$ cat src/rtl/dcache_flush_seq.sv
// Whole-cache flush/invalidate walker for the dcache tag array.
// Visits every (index, way), writes back dirty lines, then clears them.

package config_pkg;

   typedef struct packed {
      int unsigned DcacheByteSize;
      int unsigned DcacheSetAssoc;
      int unsigned DcacheLineWidth;
      int unsigned PLEN;
   } cva6_user_cfg_t;

   typedef struct packed {
      int unsigned DCACHE_SET_ASSOC;
      int unsigned DCACHE_SET_ASSOC_WIDTH;
      int unsigned DCACHE_INDEX_WIDTH;
      int unsigned DCACHE_OFFSET_WIDTH;
      int unsigned DCACHE_TAG_WIDTH;
      int unsigned DCACHE_NUM_WORDS;
      int unsigned PLEN;
   } cva6_cfg_t;

endpackage

package cva6_config_pkg;

   localparam config_pkg::cva6_user_cfg_t cva6_cfg = '{
      DcacheByteSize:  4096,
      DcacheSetAssoc:  2,
      DcacheLineWidth: 128,
      PLEN:            56
   };

endpackage

package build_config_pkg;

   function automatic config_pkg::cva6_cfg_t build_config(
      input config_pkg::cva6_user_cfg_t u
   );
      config_pkg::cva6_cfg_t c;
      c.DCACHE_SET_ASSOC = u.DcacheSetAssoc;
      // A direct-mapped cache still gets a 1-bit way field.
      c.DCACHE_SET_ASSOC_WIDTH = (u.DcacheSetAssoc > 1)
                               ? $clog2(u.DcacheSetAssoc) : 1;
      c.DCACHE_INDEX_WIDTH =
         $clog2(u.DcacheByteSize / u.DcacheSetAssoc);
      c.DCACHE_OFFSET_WIDTH = $clog2(u.DcacheLineWidth / 8);
      c.DCACHE_TAG_WIDTH = u.PLEN - c.DCACHE_INDEX_WIDTH;
      c.DCACHE_NUM_WORDS =
         2 ** (c.DCACHE_INDEX_WIDTH - c.DCACHE_OFFSET_WIDTH);
      c.PLEN = u.PLEN;
      return c;
   endfunction

endpackage

module dcache_flush_seq #(
   parameter config_pkg::cva6_cfg_t CVA6Cfg =
      build_config_pkg::build_config(cva6_config_pkg::cva6_cfg),
   localparam int unsigned IDX_W =
      CVA6Cfg.DCACHE_INDEX_WIDTH - CVA6Cfg.DCACHE_OFFSET_WIDTH,
   localparam int unsigned WAY_W = CVA6Cfg.DCACHE_SET_ASSOC_WIDTH,
   localparam int unsigned CNT_W = IDX_W + WAY_W + 1,
   localparam int unsigned TAG_W = CVA6Cfg.DCACHE_TAG_WIDTH,
   localparam int unsigned PLEN  = CVA6Cfg.PLEN
) (
   input  logic             clk_i,
   input  logic             rst_ni,
   input  logic             flush_i,
   input  logic             inv_only_i,
   output logic             flush_ack_o,
   output logic             busy_o,
   output logic             tag_req_o,
   input  logic             tag_gnt_i,
   output logic [IDX_W-1:0] tag_index_o,
   output logic [WAY_W-1:0] tag_way_o,
   input  logic             tag_rvalid_i,
   input  logic             tag_valid_i,
   input  logic             tag_dirty_i,
   input  logic [TAG_W-1:0] tag_rdata_i,
   output logic             wb_req_o,
   input  logic             wb_gnt_i,
   output logic [PLEN-1:0]  wb_addr_o,
   input  logic             wb_done_i,
   output logic             inv_req_o,
   input  logic             inv_gnt_i,
   output logic [CNT_W-1:0] wb_cnt_o
);

   localparam int unsigned OFF_W  = CVA6Cfg.DCACHE_OFFSET_WIDTH;
   localparam int unsigned NWAYS  = CVA6Cfg.DCACHE_SET_ASSOC;
   localparam int unsigned NSETS  = CVA6Cfg.DCACHE_NUM_WORDS;
   localparam int unsigned FULL_W = TAG_W + IDX_W + OFF_W;
   localparam int unsigned ADDR_W = (FULL_W > PLEN) ? FULL_W : PLEN;

   localparam logic [IDX_W-1:0] LAST_IDX = IDX_W'(NSETS - 1);
   localparam logic [WAY_W-1:0] LAST_WAY = WAY_W'(NWAYS - 1);

   localparam logic [2:0] S_IDLE    = 3'd0;
   localparam logic [2:0] S_RD      = 3'd1;
   localparam logic [2:0] S_RD_WAIT = 3'd2;
   localparam logic [2:0] S_WB      = 3'd3;
   localparam logic [2:0] S_WB_WAIT = 3'd4;
   localparam logic [2:0] S_INV     = 3'd5;
   localparam logic [2:0] S_NEXT    = 3'd6;
   localparam logic [2:0] S_DONE    = 3'd7;

   logic [2:0]       state_q, state_d;
   logic [IDX_W-1:0] index_q, index_d;
   logic [WAY_W-1:0] way_q, way_d;
   logic             inv_only_q, inv_only_d;
   logic [TAG_W-1:0] tag_q, tag_d;
   logic [CNT_W-1:0] wb_cnt_q, wb_cnt_d;

   logic             way_last;
   logic             idx_last;
   logic             cnt_sat;
   logic [ADDR_W-1:0] addr_full;

   assign way_last = (way_q == LAST_WAY);
   assign idx_last = (index_q == LAST_IDX);
   assign cnt_sat  = &wb_cnt_q;

   always_comb begin
      state_d    = state_q;
      index_d    = index_q;
      way_d      = way_q;
      inv_only_d = inv_only_q;
      tag_d      = tag_q;
      wb_cnt_d   = wb_cnt_q;
      unique case (state_q)
         S_IDLE: begin
            if (flush_i) begin
               inv_only_d = inv_only_i;
               index_d    = '0;
               way_d      = '0;
               wb_cnt_d   = '0;
               state_d    = S_RD;
            end
         end
         S_RD: begin
            if (tag_gnt_i) state_d = S_RD_WAIT;
         end
         S_RD_WAIT: begin
            if (tag_rvalid_i) begin
               tag_d = tag_rdata_i;
               if (!tag_valid_i)
                  state_d = S_NEXT;
               else if (tag_dirty_i && !inv_only_q)
                  state_d = S_WB;
               else
                  state_d = S_INV;
            end
         end
         S_WB: begin
            if (wb_gnt_i) begin
               if (!cnt_sat) wb_cnt_d = wb_cnt_q + 1'b1;
               state_d = S_WB_WAIT;
            end
         end
         S_WB_WAIT: begin
            if (wb_done_i) state_d = S_INV;
         end
         S_INV: begin
            if (inv_gnt_i) state_d = S_NEXT;
         end
         S_NEXT: begin
            // Index-outer, way-inner walk order.
            if (way_last) begin
               way_d   = '0;
               index_d = index_q + 1'b1;
            end else begin
               way_d = way_q + 1'b1;
            end
            state_d = (way_last && idx_last) ? S_DONE : S_RD;
         end
         S_DONE: begin
            state_d = S_IDLE;
         end
         default: begin
            state_d = S_IDLE;
         end
      endcase
   end

   always_ff @(posedge clk_i or negedge rst_ni) begin
      if (!rst_ni) begin
         state_q    <= S_IDLE;
         index_q    <= '0;
         way_q      <= '0;
         inv_only_q <= 1'b0;
         tag_q      <= '0;
         wb_cnt_q   <= '0;
      end else begin
         state_q    <= state_d;
         index_q    <= index_d;
         way_q      <= way_d;
         inv_only_q <= inv_only_d;
         tag_q      <= tag_d;
         wb_cnt_q   <= wb_cnt_d;
      end
   end

   // Line address: tag above index, offset bits zeroed.
   assign addr_full = ADDR_W'({tag_q, index_q, {OFF_W{1'b0}}});

   assign wb_addr_o   = addr_full[PLEN-1:0];
   assign tag_index_o = index_q;
   assign tag_way_o   = way_q;
   assign wb_cnt_o    = wb_cnt_q;
   assign busy_o      = (state_q != S_IDLE);
   assign flush_ack_o = (state_q == S_DONE);
   assign tag_req_o   = (state_q == S_RD);
   assign wb_req_o    = (state_q == S_WB);
   assign inv_req_o   = (state_q == S_INV);

endmodule

$ cat config.mk
export PLATFORM = sky130hd
export DESIGN_NAME = dcache_flush_seq
export DESIGN_NICKNAME = d
export VERILOG_FILES = /design/src/rtl/dcache_flush_seq.sv
export SDC_FILE = /design/constraint.sdc
export NUM_CORES = 1
export LEC_CHECK = 0
export CORE_MARGIN = 5
export CORE_UTILIZATION = 33
export DETAILED_ROUTE_END_ITERATION = 10
export GPL_TIMING_DRIVEN = 0
export PLACE_DENSITY = 0.78
export SETUP_SLACK_MARGIN = 0.5
export SLEW_MARGIN = 20
export SYNTH_ARGS = -nofsm -noshare
export SYNTH_HDL_FRONTEND = slang
export SYNTH_SLANG_ARGS = --single-unit
$ cat constraint.sdc
create_clock -name clk_i -period 2 [get_ports clk_i]
set_input_delay 0.4 -clock clk_i [delete_from_list [all_inputs] [get_ports clk_i]]
set_output_delay 0.4 -clock clk_i [all_outputs]
set_load 0.01 [all_outputs]
# Word level (Yosys, flattened, before mapping)
# Index checks and enable logic that the tools add are counted.
# word_totals
reg_bits	66
in_bits	56
out_inout_bits	78
elab_cells	59
# op_classes
n_addsub	3
eq_ne	16
mux	20
reduce_logical	14
# op_table
op	n
two-way mux 3 bit	9
two-way mux 9 bit	3
one-hot mux 3 bit (8 select lines)	1
one-hot mux 9 bit (2 select lines)	1
two-way mux 7 bit	2
one-hot mux 7 bit (2 select lines)	1
== test 3 bit (second input constant)	4
inequality test 2 bit (second input constant)	5
adder 9 x 1 -> 9 bit (second input constant)	1
AND reduction 9 bit	1
adder 7 x 1 -> 7 bit (second input constant)	1
== test 7 bit (second input constant)	1
== test 3 x 2 -> 1 bit (second input constant)	2
inequality test 2 x 1 -> 1 bit (second input constant)	3
AND reduction 2 bit	3
AND reduction 6 bit	1
AND reduction 4 bit	1
nonzero test 2 bit	2
== test 3 x 1 -> 1 bit (second input constant)	1
zero test 3 bit	1
AND reduction 3 bit	1
nonzero test 3 bit	1
logical AND 1 bit	2
two-way mux 1 bit	2
other kinds (3)	3

# Longest topological paths before layout
# Gate-level depths: netlist of run 1.
# logic_depth
ltp_word	6
mapped_depth	9
mapped_depth_nobuf	8

# Least setup slack after synthesis of run 1
# No wires, ideal clock.
# synth_timing
kind	flip-flop to flip-flop
from	register wb_cnt_q[0] (netlist: wb_cnt_o[0])
to	register wb_cnt_q[7] (netlist: wb_cnt_o[7])
arrival_time_ns	2.059
slack_ns	-0.137
stages_incl_launch_ff	10
synth_period_minus_slack_ns	2.137
cell_sequence	dfrtp_1 ha_1 nand2_1 nor2_1 ha_1 nand4b_1 a21o_1 buf_6 or4_1 a21oi_1
# synth_via
elab_chain_cells	4
word_cells_on_any_way	7
classes_between	add/sub (1); eq/ne (1); mux (3); reduce/logical (2)
# synth_rtl
item	line_no	rtl
start, declared	114	logic [CNT_W-1:0] wb_cnt_q, wb_cnt_d;
start signal, assigned	201	wb_cnt_q <= wb_cnt_d;
adder 9 x 1 -> 9 bit	158	if (!cnt_sat) wb_cnt_d = wb_cnt_q + 1'b1;
two-way mux 9 bit	158	
two-way mux 9 bit	157	if (wb_gnt_i) begin
one-hot mux 9 bit (2 select lines)	132	unique case (state_q)
# Parallel ways exist; a longest one is shown, timed or not. The select of a mux whose other input is x is not followed.
# A chain may end at the register's enable or synchronous reset.

# Final worst setup path of run 1
# layout_timing
from	register wb_cnt_q[4] (netlist: wb_cnt_o[4])
to	register wb_cnt_q[7] (netlist: wb_cnt_o[7])
# Same word-level chain as after synthesis.

==> results of run 1 <==
-- synth_stat cells, drive strengths merged (4+ instances only) --
library cell | n | area, um2
nor2 | 16 | 60.1
inv | 6 | 22.5
nand2 | 11 | 41.3
o31ai | 5 | 37.5
clkbuf | 4 | 15.0
nand3 | 6 | 30.0
buf | 20 | 141
nand2b | 5 | 31.3
a211oi | 5 | 37.5
mux2 | 47 | 529
a21oi | 6 | 30.0
dfrtp | 66 | 1650
o21ai | 10 | 50.1
xnor2 | 5 | 43.8
-- registers in the layout, summed over array words and instances, names as in the netlist --
register	flops
state_q	3
inv_only_q	1
tag_q	45
wb_cnt_o	9
tag_index_o	7
tag_way_o	1
-- power by group through the flow --
stage / clock network [W] / logic [W] / registers, W
finish: 0.00128 / 0.00360 / 0.00211
global route: 0.00136 / 0.00380 / 0.00218
CTS: 0.00130 / 0.00329 / 0.00211
detailed placement: 0 / 0.00298 / 0.00216
global placement: 0 / 0.00293 / 0.00212
floorplan: 0 / 0.00135 / 0.00235
-- cell type report --
class | count | share of cell area
repair buffers | 210 | 0.342
flip-flops and latches | 66 | 0.272
multi-input cells | 154 | 0.270
plain buffers | 24 | 0.0522
clock buffers | 10 | 0.0226
well taps | 108 | 0.0222
clock inverters | 6 | 0.0148
inverters | 6 | 0.00411
-- through the flow --
| stage | setup TNS [ps] | hold WS [ps] | instance area, um2 | total power [W] |
|---|---|---|---|---|
| after floorplan | -105 | 104 | 3280 | 0.00369 |
| after global placement | -113970 | 490 | 4710 | 0.00504 |
| after detailed placement | -2350 | 345 | 4720 | 0.00514 |
| after CTS | -190 | 507 | 5700 | 0.00670 |
| after global routing | -1110 | 521 | 6080 | 0.00734 |
| final | -563 | 505 | 6080 | 0.00699 |
-- path summary, 6_finish.rpt --
path                                  end  slack, ps  depth (start not counted)
setup reg to reg              wb_cnt_o[7]       -200                          9
min in group asynchronous  tag_index_o[1]        520                          2
max in group asynchronous       tag_q[31]        940                          3
hold / removal                  tag_q[30]        510                          1
setup / recovery              wb_cnt_o[7]       -200                          9
hold reg to reg                 tag_q[30]        510                          1
-- logic make-up (layout without fill, tap and decap cells) --
kind of cell               count (synthesis)  in the layout
AOI/OAI and AO/OA                         34             34
xor gates and xnor gates                   5              5
adders and majority gates                  3              3
buffers and inverters                     30            256
DFF                                       66             66
muxes                                     48             48
other                                      1              4
and+or+nand+nor                           60             60
-- placed cells by master, fill, tap and decap left out, types with 2 or more instances in the layout --
cell type and instances:
o21ai_0 4, buf_2 7, clkbuf_2 2, buf_6 50, nor2_2 3, clkdlybuf4s50_1 53, a211oi_2 2, nor3_2 2
dfrtp_1 62, dfrtp_2 4, bufinv_16 2, a21oi_2 5, nand2_1 8, conb_1 4, buf_16 4, nand2b_4 2
nand4b_1 2, or3_1 2, dlygate4sd2_1 56, xnor2_1 5, a211oi_4 3, ha_2 2, nor2_1 12, o21ai_2 2
nand3_1 5, buf_12 11, buf_8 5, nand2b_1 3, clkbuf_8 10, buf_4 44, a2111oi_4 2, mux2_4 46
or4_4 2, o21ai_1 4, clkinv_4 2, o31ai_1 4, nand2_2 2, inv_1 5
-- routing by layer --
layer / vias to the layer above / routed length [um] / track usage
li1: 1309 / - / -
met1: 1448 / 4260 / 0.210
met2: 131 / 5630 / 0.302
met3: 26 / 613 / 0.0452
met4: 0 / 263 / 0.0648
met5: - / 0 / 0
-- repair_timing --
action / CTS / global route
endpoints found under the setup margin: 139 / 82
pin swaps: 19 / 22
cloned: 5 / 0
hold buffers: 1 / 0
buffers inserted: 51 / 23
endpoints found under the hold margin: 25 / 0
gates resized for setup: 211 / 55
-- worst reg2reg max path: cells and delay by family (launching register included) --
family          cells  cell delay (ps)
compound gates      2              330
fa+ha+maj           1              160
buf+inv             1              120
flops               1              410
simple gates        5             1110
==> metrics.yaml, run 1 <==
setup_slack_ps: -196
critPathMaxStageDelay_ps: 500
r2r-start: "wb_cnt_o[4]"
initial_utilization: 0.342
p_leak_nw: 2.82
multi_input_area_mm2: 0.00164
syn_inst: 247
rsz0062_at_grt: "true"
grt_first_pass_wirelength_um: 15600
port_buffers: 129
drv_slew: 0
clock_path_buffers: 2
dieHeight_um: 106
switchingPower_w: 0.00225
syn_area_mm2: 0.00302
die_area_mm2: 0.0111
hold_viol: 0
htree_levels: 3
synth_top_family_by_area: "multiplexers"
setup_viol: 6
synth-simple-area-share: 0.108
place_ws_ps: -479
critPathMaxFanout: 4
grt_remaining_overflow: 0
routabilityCongestion: 0.758
numCtsBuffers: 9
cap_violations: 0
drc: 0
power_density_mw_per_mm2: 1150
path_cells: "nand4_1 > or2_4 > nor2_2 > ha_2 > nand4b_1 > a21o_1 > buf_6 > or4_4 > a21oi_2"
grt.total_usage: 0.175
vias: 2914
synth_seq_area_share: 0.548
root_buffer: "clkbuf_8"
fillerInstances: 627
dpl.hpwl_um: 6200
crit_path_end_kind: "flip-flop"
grt_max_degree: 42
yosys.area_share.xor_xnor: 0.0145
p_sw_frac: 0.322
rows: 34
ys_warn_count: 0
layout.nets: 530
via_per_inst: 4.99
pin_count: 134
worstPathArrival_ps: 2470
crit_type: "flip-flop to flip-flop"
max-vdd-ir-drop_mv: 0.673
place_inst: 488
min_path_type: "flip-flop to flip-flop"
period_minus_slack_ps: 2200
first_iter_violations: 101
ys_ff_latch: 66
synthArstFlopShare: 1.00
synth-compound-area-share: 0.0734
finish.utilization: 0.691
synth_edf_count: 0
postRouteAntennaNets: 0
stdcell_count: 584
diodes: 0
synthAdderAreaFrac: 0.0124
totalWireLength_um: 10800
critical_path_buf_inv_count: 1
finalClockSkew_ps: 16.5
clk_pin_slew_ps: 70
power_frac_seq: 0.302
antenna_found_initial: 0
p_int_w: 0.00474
avgSynthCellArea_um2: 12.2
synth_mux_area_frac: 0.183
critPathSlowestCell: "or4_4"
min_from: "tag_q[30]"
max_freq_mhz: 455
critical-path-top-delay-family: "simple AND/OR/NAND/NOR gates"
violations: "negative setup slack"
dr.pass1.iters: 4
wire_per_inst_um: 18.4
synth_ff_type: "dfrtp_1"
cts_tree: "yes"
startpoint_type: "flip-flop"
cp-startpoint: "wb_cnt_o[4]"
netlist-cell-type-count: 41
fin_crit_sh: 1.10
required_ps: 2270
die-width_um: 106
syn_to_final_growth_pct: 102
grt_pass1_vias: 3028
clkPwrFrac: 0.183
clkSinkCount: 66
coreArea_mm2: 0.00881
drive_gt1_frac: 0.492
ff_latch_area_mm2: 0.00166
combPwrFrac: 0.515
status: "finished, violations left"
worstSkewPairLatency_ps: 340
(Power assumes the default switching activity.)
==> run 2: changes to the inputs <==
GPL_TIMING_DRIVEN = not set   (was 0)
==> run 2 against run 1 <==
The run still ends with negative setup slack left. Clock power up 9%. First-iteration DRC count down 15%. Maximum frequency up 6.3%. Global-route usage down 0.11 points. Combinational power up 2%. Cell area down 5.5%. Clock skew down 8.2 ps. Highest routed layer unchanged.
==> metrics.yaml, run 2 (synthesis gave the netlist of run 1 again) <==
p_leak_nw: 2.68  # was 2.82 nW
setup_viol: 2  # was 6
cap_violations: 0  # unchanged
drv_slew: 0  # unchanged
syn_to_final_growth_pct: 90.7  # was 102%
crit_path_end_kind: "flip-flop"  # unchanged
vias: 2807  # was 2914
drc: 0  # unchanged
startpoint_type: "flip-flop"  # unchanged
cts_tree: "yes"  # unchanged
clk_pin_slew_ps: 80  # was 70 ps
fin_crit_sh: 1.03  # was 1.10
power_density_mw_per_mm2: 1250  # was 1150 mW/mm2
root_buffer: "clkbuf_8"  # unchanged
diodes: 0  # unchanged
initial_utilization: 0.342  # unchanged
top_register: "tag_q"  # unchanged
clock_path_buffers: 2  # unchanged
totalWireLength_um: 10600  # was 10800 um
holdWs_ps: 77.3  # was 505 ps
max-vdd-ir-drop_mv: 0.670  # was 0.673 mV
tns_ps: -69.5  # was -563 ps
combPwrFrac: 0.511  # was 0.515
worstSkewPairLatency_ps: 340  # about the same
finalClockSkew_ps: 8.28  # was 16.5 ps
dpl.hpwl_um: 6100  # was 6200 um
critical_path_buf_inv_count: 1  # unchanged
grt.total_usage: 0.174  # was 0.175
via_per_inst: 4.98  # was 4.99
p_int_w: 0.00488  # was 0.00474 W
rows: 34  # unchanged
pin_count: 134  # unchanged
power.total_w: 0.00720  # was 0.00699 W
switchingPower_w: 0.00231  # was 0.00225 W
dr.pass1.iters: 4  # unchanged
die_area_mm2: 0.0111  # unchanged
largest_reg_flops: 45  # unchanged
placed_area_mm2: 0.00471  # was 0.00472 mm2
power_frac_seq: 0.294  # was 0.302
hold_viol: 0  # unchanged
grt_max_degree: 35  # was 42
design_area_mm2: 0.00575  # was 0.00608 mm2
critical-path-top-delay-family: "compound AO/OA/AOI/OAI gates"  # was simple AND/OR/NAND/NOR gates
grt_remaining_overflow: 0  # unchanged
grt_pass1_vias: 2936  # was 3028
coreArea_mm2: 0.00881  # unchanged
max_freq_mhz: 484  # was 455 MHz
port_buffers: 129  # unchanged
violations: "negative setup slack"  # unchanged
min_path_type: "input pin to async pin"  # was flip-flop to flip-flop
critPathSlowestCell: "dfrtp_2"  # was or4_4
crit_type: "flip-flop to flip-flop"  # unchanged
clkSinkCount: 66  # unchanged
path_cells: "nand4_1 > or2_4 > nor2_2 > ha_2 > nand4b_1 > a21o_1 > buf_4 > o31ai_1 > a21oi_1"  # was nand4_1 > or2_4 > nor2_2 > ha_2 > nand4b_1 > a21o_1 > buf_6 > or4_4 > a21oi_2
htree_levels: 3  # unchanged
layout.nets: 510  # was 530
setup_slack_ps: -66.1  # was -196 ps
required_ps: 2220  # was 2270 ps
critPathMaxFanout: 7  # was 4
routabilityCongestion: 0.800  # was 0.758
drive_gt1_frac: 0.463  # was 0.492
grt_first_pass_wirelength_um: 15400  # was 15600 um
layout_common_cells: "dfrtp_1 (59), dlygate4sd2_1 (56), clkdlybuf4s50_1 (53)"  # was dfrtp_1 (62), dlygate4sd2_1 (56), clkdlybuf4s50_1 (53)
numCtsBuffers: 9  # unchanged
status: "finished, violations left"  # unchanged
period_minus_slack_ps: 2070  # was 2200 ps
postRouteAntennaNets: 0  # unchanged
finish.utilization: 0.653  # was 0.691
final_common_cell: "dfrtp_1"  # unchanged
fillerInstances: 654  # was 627
critPathMaxStageDelay_ps: 410  # was 500 ps
antenna_found_initial: 0  # unchanged
cts-hold-fix-buffers: 0  # was 1
wire_per_inst_um: 18.7  # was 18.4 um
die-width_um: 106  # unchanged
clkPwrFrac: 0.195  # was 0.183
rsz0062_at_grt: "true"  # unchanged
worstPathArrival_ps: 2280  # was 2470 ps
first_iter_violations: 86  # was 101
dieHeight_um: 106  # unchanged
p_sw_frac: 0.322  # about the same
==> run 2: changes by cell type in the layout (fill, tap and decap cells not counted), sizes merged <==
cell	previous run	this run
buf	121	101
dlymetal6s2s	0	1
dlygate4sd3	1	0
bufinv	2	3
clkbuf	13	12
==> run 2: area by class of cell <==
type | count | area (um2) | area share
well taps | 108 | 135 | 0.0235
repair buffers | 214 | 2070 | 0.359
clock inverters | 7 | 125 | 0.0218
multi-input cells | 154 | 1620 | 0.281
flip-flops and latches | 66 | 1660 | 0.289
inverters | 6 | 26.3 | 0.00457
clock buffers | 9 | 124 | 0.0215
==> run 2: metal layers <==
layer / share of wire / global-route usage / wire, um
met3: 0.063 / 0.0495 / 666
met4: 0.016 / 0.0518 / 167
met1: 0.41 / 0.214 / 4330
met5: 0 / 0 / 0
met2: 0.51 / 0.298 / 5390
==> run 2: power by group through the flow <==
stage	clock [W]	sequential [W]	combinational, W
after floorplan	0	0.00235	0.00135
after global placement	0	0.00214	0.00294
after detailed placement	0	0.00217	0.00298
after CTS	0.00143	0.00211	0.00329
after global routing	0.00150	0.00218	0.00390
final	0.00140	0.00211	0.00368
==> run 2: stage by stage <==
stage | std cells | setup slack, ps
after floorplan | 250 | -52.6
after global placement | 491 | -232
after detailed placement | 491 | -240
after CTS | 547 | 40.4
after global routing | 564 | -189
final | 564 | -66.1
==> run 2: path summary, 6_finish.rpt <==
check | slack (ps) | start | end | cells past startpoint
worst max-delay path | -70 | wb_cnt_o[2] | wb_cnt_o[7] | 9
worst min-delay path | 80 | rst_ni | tag_q[25] | 2
worst max register to register | -70 | wb_cnt_o[2] | wb_cnt_o[7] | 9
worst min register to register | 510 | tag_q[32] | tag_q[32] | 1
max in group asynchronous | 1530 | rst_ni | wb_cnt_o[3] | 2
min in group clk_i | 510 | tag_q[32] | tag_q[32] | 1
==> run 2: repair_timing <==
item                                   4_1_cts  5_1_grt
setup buffers                               34       17
setup endpoints to repair                  139       76
cloned                                       6        0
endpoints found under the hold margin        0        0
resized for setup                          169       55
pin swaps                                   17       18
==> run 2: worst register-to-register path, stage by stage, from the launching register on <==
cell	delay, ps
dfrtp_2	410
nand4_1	120
or2_4	150
nor2_2	40
ha_2	150
nand4b_1	210
a21o_1	250
buf_4	160
o31ai_1	330
a21oi_1	120
